**src/rtl/bit_deserializer_if.sv**
```systemverilog
// Serial-in / word-out bundle for bit_deserializer.
// Optional word_parity exists only when DESER_PARITY_EN is defined.
interface bit_deserializer_if #(
    parameter int WIDTH = 8
);
    localparam int CW = $clog2(WIDTH) + 1;

    logic             bit_in;
    logic             bit_en;
    logic [WIDTH-1:0] word_out;
    logic             word_valid;
    logic             word_ready;
    logic [CW-1:0]    bit_cnt;
    logic             overflow;
    logic             ovf_clr;
`ifdef DESER_PARITY_EN
    logic             word_parity;
`endif

    modport slave (
        input  bit_in, bit_en, word_ready, ovf_clr,
`ifdef DESER_PARITY_EN
        output word_parity,
`endif
        output word_out, word_valid, bit_cnt, overflow
    );

    modport master (
        output bit_in, bit_en, word_ready, ovf_clr,
`ifdef DESER_PARITY_EN
        input  word_parity,
`endif
        input  word_out, word_valid, bit_cnt, overflow
    );
endinterface

```
**src/rtl/bit_deserializer.sv**
```systemverilog
// Packs WIDTH enabled serial samples into a word behind a one-word holding register.
// Define DESER_PARITY_EN to add a registered even-parity output word_parity.
module bit_deserializer #(
    parameter int WIDTH     = 8,
    parameter bit MSB_FIRST = 1'b1
) (
    input  logic              clk,
    input  logic              rst,
    bit_deserializer_if.slave bus
);
    localparam int CW = $clog2(WIDTH) + 1;

    typedef enum logic {
        EMPTY = 1'b0,
        FULL  = 1'b1
    } state_t;

    state_t           r_state;
    state_t           w_state_nxt;
    logic [WIDTH-1:0] r_shift;
    logic [WIDTH-1:0] w_shift_nxt;
    logic [WIDTH-1:0] r_word;
    logic [CW-1:0]    r_cnt;
    logic             r_ovf;
    logic             w_compl;
    logic             w_load;
    logic             w_ovf_set;

    always_comb begin
        if (MSB_FIRST)
            w_shift_nxt = {r_shift[WIDTH-2:0], bus.bit_in};
        else
            w_shift_nxt = {bus.bit_in, r_shift[WIDTH-1:1]};
    end

    assign w_compl = bus.bit_en && (r_cnt == CW'(WIDTH - 1));

    // A completion finding the holder full and unread is the only drop case
    always_comb begin
        w_state_nxt = r_state;
        w_load      = 1'b0;
        w_ovf_set   = 1'b0;
        unique case (r_state)
            EMPTY: begin
                if (w_compl) begin
                    w_state_nxt = FULL;
                    w_load      = 1'b1;
                end
            end
            FULL: begin
                if (bus.word_ready) begin
                    if (w_compl)
                        w_load = 1'b1;
                    else
                        w_state_nxt = EMPTY;
                end else if (w_compl) begin
                    w_ovf_set = 1'b1;
                end
            end
            default: w_state_nxt = EMPTY;
        endcase
    end

    always_ff @(posedge clk or posedge rst) begin
        if (rst)
            r_state <= EMPTY;
        else
            r_state <= w_state_nxt;
    end

    always_ff @(posedge clk or posedge rst) begin
        if (rst) begin
            r_shift <= '0;
            r_cnt   <= '0;
            r_word  <= '0;
            r_ovf   <= 1'b0;
        end else begin
            if (bus.bit_en) begin
                r_shift <= w_shift_nxt;
                r_cnt   <= w_compl ? '0 : r_cnt + CW'(1);
            end
            if (w_load)
                r_word <= w_shift_nxt;
            if (w_ovf_set)
                r_ovf <= 1'b1;
            else if (bus.ovf_clr)
                r_ovf <= 1'b0;
        end
    end

`ifdef DESER_PARITY_EN
    logic r_parity;

    always_ff @(posedge clk or posedge rst) begin
        if (rst)
            r_parity <= 1'b0;
        else if (w_load)
            r_parity <= ^w_shift_nxt;
    end

    assign bus.word_parity = r_parity;
`endif

    assign bus.word_out   = r_word;
    assign bus.word_valid = (r_state == FULL);
    assign bus.bit_cnt    = r_cnt;
    assign bus.overflow   = r_ovf;

endmodule
```
**src/flat_wrapper.sv**
```systemverilog
// flat-port wrapper written by rule: the top's interface ports become plain ports
module bit_deserializer_flat 
#(
    parameter int WIDTH     = 8,
    parameter bit MSB_FIRST = 1'b1
)
  (clk, rst, bus_bit_in, bus_bit_en, bus_word_ready, bus_ovf_clr, bus_word_out, bus_word_valid, bus_bit_cnt, bus_overflow);
  bit_deserializer_if #(.WIDTH(WIDTH)) bus_i ();
  input  logic clk;
  input  logic rst;
  input wire logic [$bits(bus_i.bit_in)-1:0] bus_bit_in;
  input wire logic [$bits(bus_i.bit_en)-1:0] bus_bit_en;
  input wire logic [$bits(bus_i.word_ready)-1:0] bus_word_ready;
  input wire logic [$bits(bus_i.ovf_clr)-1:0] bus_ovf_clr;
  output wire logic [$bits(bus_i.word_out)-1:0] bus_word_out;
  output wire logic [$bits(bus_i.word_valid)-1:0] bus_word_valid;
  output wire logic [$bits(bus_i.bit_cnt)-1:0] bus_bit_cnt;
  output wire logic [$bits(bus_i.overflow)-1:0] bus_overflow;
  assign bus_i.bit_in = bus_bit_in;
  assign bus_i.bit_en = bus_bit_en;
  assign bus_i.word_ready = bus_word_ready;
  assign bus_i.ovf_clr = bus_ovf_clr;
  assign bus_word_out = bus_i.word_out;
  assign bus_word_valid = bus_i.word_valid;
  assign bus_bit_cnt = bus_i.bit_cnt;
  assign bus_overflow = bus_i.overflow;
  bit_deserializer #(.WIDTH(WIDTH), .MSB_FIRST(MSB_FIRST)) u_core (.clk(clk), .rst(rst), .bus(bus_i));
endmodule
```
**config.mk**
```make
export PLATFORM = sky130hd
export DESIGN_NAME = bit_deserializer_flat
export DESIGN_NICKNAME = d
export VERILOG_FILES = /design/src/rtl/bit_deserializer_if.sv /design/src/rtl/bit_deserializer.sv /design/src/flat_wrapper.sv
export SDC_FILE = /design/constraint.sdc
export NUM_CORES = 1
export LEC_CHECK = 0
export CAP_MARGIN = 10
export CELL_PAD_IN_SITES_DETAIL_PLACEMENT = 2
export CELL_PAD_IN_SITES_GLOBAL_PLACEMENT = 2
export CORE_ASPECT_RATIO = 1.2
export CORE_MARGIN = 8
export CORE_UTILIZATION = 29
export DETAILED_ROUTE_END_ITERATION = 10
export GPL_TIMING_DRIVEN = 0
export PLACE_DENSITY_LB_ADDON = 0.1
export RECOVER_POWER = 100
export SLEW_MARGIN = 10
export SYNTH_ARGS = -nofsm -noshare
export SYNTH_HDL_FRONTEND = slang
export SYNTH_SLANG_ARGS = --single-unit
export TNS_END_PERCENT = 10
```
**constraint.sdc**
```tcl
create_clock -name clk -period 1.3 [get_ports clk]
set_input_delay 0.26 -clock clk [delete_from_list [all_inputs] [get_ports clk]]
set_output_delay 0.26 -clock clk [all_outputs]
set_load 0.05 [all_outputs]
```
# After elaboration in Yosys (flattened, before gate mapping)
# Index checks and enable logic that the tools add are counted.
# W data, S select, Z words.
totals:
  inputBits: 6
  reg_bits: 21
  out_inout_bits: 14
  wordCells: 20
classes:
  reduce_logical: 2
  n_eq_ne: 1
  addsub: 1
  bitwise_logic: 1
  muxes: 10
op_table:
  columns: ["operator", "n"]
  rows:
  - ["$mux W1", 7]
  - ["$add A4 B1 Y4 const B", 1]
  - ["$eq A4 B3 Y1 const B", 1]
  - ["$mux W4", 1]
  - ["$pmux W1 S2", 2]
  - ["$reduce_bool A2 Y1", 1]
  - ["$logic_and A1 B1 Y1", 1]
  - ["$not A1 Y1", 1]

# Longest topological paths before layout
# Gate-level depths: netlist of the first run.
logic_depth:
  ltp_word: 6
  ltp_mapped: 5
  mapped_depth_nobuf: 4

# Worst setup path after synthesis of the first run
# OpenSTA, ideal clock, no wires.
synth_timing:
  path_kind: "register -> register"
  start: "register u_core.r_cnt[1] (netlist: u_core.bus.bit_cnt[1])"
  end: "register u_core.r_word[0] (netlist: u_core.bus.word_out[0])"
  slack_ns: -0.482
  setup_time_ns: 0.125
  required_ns: 1.175
  path_buffers: 1
  period_less_slack_ns: 1.782
  arrival_time_ns: 1.657
  path_stages_with_launch: 6
  path_cell_list: "dfrtp_1 ha_1 nand4b_2 nor2b_2 buf_6 mux2_4"
synth_between:
  elab_chain_len: 5
synth_rtl:
  columns: ["element", "line", "source"]
  rows:
  - ["start: declaration", "bit_deserializer.sv:23", "logic [CW-1:0] r_cnt;"]
  - ["start signal: assignment", "bit_deserializer.sv:80", "r_cnt <= w_compl ? '0 : r_cnt + CW'(1);"]
  - ["$eq A4 B3 Y1 *", "bit_deserializer.sv:36", "assign w_compl = bus.bit_en && (r_cnt == CW'(WIDTH - 1));"]
  - ["$logic_and A1 B1 Y1 *", "bit_deserializer.sv:36", null]
  - ["$mux W1 *", "bit_deserializer.sv:45, bit_deserializer.sv:52", null]
  - ["$mux W1", "bit_deserializer.sv:51", "if (bus.word_ready) begin"]
  - ["$pmux W1 S2 *", "bit_deserializer.sv:43", "unique case (r_state)"]
  - ["end signal: assignment", "bit_deserializer.sv:83", "r_word <= w_shift_nxt;"]
  - ["end: declaration", "bit_deserializer.sv:22", "logic [WIDTH-1:0] r_word;"]
# Every way passes the cells marked *; elsewhere a longest branch is shown, timed or not.
# A chain may end at the register's enable or synchronous reset.

# Worst setup path after layout of the first run
layout_timing:
  start: "register u_core.r_cnt[0] (netlist: u_core.bus.bit_cnt[0])"
  end: "register u_core.r_word[0] (netlist: u_core.bus.word_out[0])"
# Same word-level chain as after synthesis.

==> impl_metrics.ini, run 1 <==
[hold_path]
hold_class = in -> reg

[critical_path]
required_ns = 1.50
critical_path_class = reg -> reg
cp_max_fo = 8
worst_setup_path_start_kind = flop
critical_path.endpoint_type = flop
cp_data_arrival_time_ns = 1.58

[place]
port_buffers = 19
dp_slack_ns = -0.471
dp_hpwl_um = 1190
gp_congestion = 0.668
dp_cells = 108
placed_area_um2 = 1120

[job]
maxCapViolations = 0

[global_routing]
grt_pass1_wl_um = 3020
grt_pass1_vias = 576
grt_util_met2 = 0.124
grtUsageMet1 = 0.0964
use_met3 = 0.0250
grt_max_degree = 22
grt_antenna_before_repair = 0
grt_busiest_layer = met2
grt.total_usage = 0.0798
grt.overflow.total = 0

[cts]
numCtsBuffers = 3
clockBufferDepth = 2
cts-root-buf = clkbuf_4
tritoncts = yes
cts_sinks = 21
htree_levels = 1
clkTransAtPathRegs_ns = 0.12
clock_latency_ns = 0.30

[timing]
fmax_mhz = 724
fin_crit_ns = 1.38
tns_ns = -0.655
setup_ws_ns = -0.0812
hold_viol_final = 0
max_slew_margin = 0.449
final.period_utilization = 1.06
rsz0062_at_grt = yes
fin_skew_ns = 0.00374
final-setup-viol-count = 9
drv_slew = 0
tightest_slew_ns = 0.825

[die]
die_h_um = 75.6
die-area_um2 = 4960
die_x_um = 65.6
ios = 20
start_util = 0.305
design.core.area_um2 = 2810
rows = 21

[synth]
synth_seq_area_share = 0.613
ys_types = 18
synth_area_per_cell_um2 = 15.6
synthesis.nets = 62
synth_most_common_cell = dfrtp_1
synth_area_um2 = 857
ys_warn_count = 0
synth-edff-count = 0
syn_inst = 55
synth_area_leaders = dfrtp_1 61%, mux2_4 14%, mux2_2 11%
synthArstFlopShare = 1.00
synth_top_cell_area_share = 0.613
synth_top_area_cell = dfrtp_1
synth_seq_cells = 21
synth_top_flop_cell = dfrtp_1
ys_top_cells_by_count = 21 x dfrtp_1, 8 x mux2_2, 8 x mux2_4

[pwr]
p_leak_uw = 0.000541
peakVddDrop_uv = 963
p_per_area_nw_per_um2 = 2480

[cells_and_area]
fin_nets = 90
n_antenna_cell = 0
drive_gt1_frac = 0.573
fin_area_um2 = 1110
synthToLayoutAreaGrowth_pct = 30.1
final_cells = 116

[routing]
antenna_left = 0
dr.pass1.iters = 2
wl_per_cell_um = 15.1
vias = 520
drc = 0
drt_iter0_drc = 4
routed_wirelength_um = 1750
vias_per_cell = 4.48

[status]
violations = negative setup slack
status = finished, violations left
-- timing repair --
action | 4_1_cts | 5_1_grt
pin swaps | 1 | 0
endpoints found under the setup margin | 22 | 24
resized for setup | 54 | 16
hold buffers | 0 | 0
hold endpoints to repair | 0 | 0
buffers inserted | 4 | 0
-- metal layers --
| layer | routed length (um) | vias to the layer above |
|---|---|---|
| li1 | - | 243 |
| met1 | 818 | 263 |
| met2 | 834 | 12 |
| met3 | 86 | 2 |
| met4 | 14 | 0 |
| met5 | 0 | - |
-- kinds of logic (layout without fill, tap and decap cells) --
group,count (synthesis),count (layout),synth area share
AOI/OAI and AO/OA,3,3,0.0219
and+or+nand+nor,8,8,0.0628
DFF,21,21,0.613
buffers and inverters,5,32,0.0321
xor gates and xnor gates,1,1,0.0102
adders and majority gates,1,1,0.0146
muxes,16,16,0.245
-- cells in the final DEF (no fill, tap or decap), types with 2 or more instances in the layout --
master	synthesis	final
mux2_4	8	8
mux2_2	8	8
inv_1	3	3
buf_4	0	4
nand2_1	2	2
buf_2	1	13
clkbuf_4	0	4
dfrtp_1	21	17
clkdlybuf4s50_1	0	4
dfrtp_2	0	4
-- final timing paths --
kind	from	end	slack, ns	depth (start not counted)
setup / recovery	u_core.bus.bit_cnt[0]	u_core.bus.word_out[0]	-0.08	5
hold / removal	bus_bit_en	u_core.r_shift[5]	0.39	2
setup reg to reg	u_core.bus.bit_cnt[0]	u_core.bus.word_out[0]	-0.08	5
hold reg to reg	u_core.bus.word_out[7]	u_core.bus.word_out[7]	0.52	1
max in group asynchronous	rst	u_core.bus.bit_cnt[2]	0.32	2
min in group asynchronous	rst	u_core.bus.word_out[6]	0.42	2
-- flip-flops by register name (all words and copies together) (netlist names) --
name                   cells
u_core.bus.bit_cnt         4
u_core.bus.overflow        1
u_core.bus.word_out        8
u_core.r_shift             7
u_core.bus.word_valid      1
-- per-stage QoR --
step            util  hold slack (ns)  power, uW
6_report       0.397            0.394       2760
5_1_grt        0.397            0.402       2920
4_1_cts        0.410            0.436       2870
3_5_place_dp   0.397            0.497       2590
3_3_place_gp   0.397            0.489       2570
2_1_floorplan      -            0.236       2110
-- power breakdown --
| group | switching, uW | internal (uW) | leakage (uW) |
|---|---|---|---|
| registers | 169 | 897 | 0.000253 |
| clock network | 198 | 115 | 0.0000177 |
| logic | 873 | 509 | 0.000271 |
-- area by class of cell --
class                   count  area [um^2]
clock buffers               3         22.5
flip-flops and latches     21          531
fillers                   284         1700
clock inverters             1         5.00
inverters                   3         11.3
multi-input cells          29          325
plain buffers               2         16.3
well taps                  34         42.5
repair buffers             23          161
-- worst max-delay path: stages, from the launching register on --
cell and delay, ns:
dfrtp_2 0.42, ha_4 0.15, nand4b_4 0.10, nor2b_2 0.14, buf_6 0.17, mux2_4 0.30
Note: power is estimated with default switching activity, not from simulation.
==> inputs of run 2 (changes only) <==
- CTS_CLUSTER_SIZE: unset -> 10
==> results of run 2 <==
The final DEF is identical to that of run 1; final timing and power are the same.
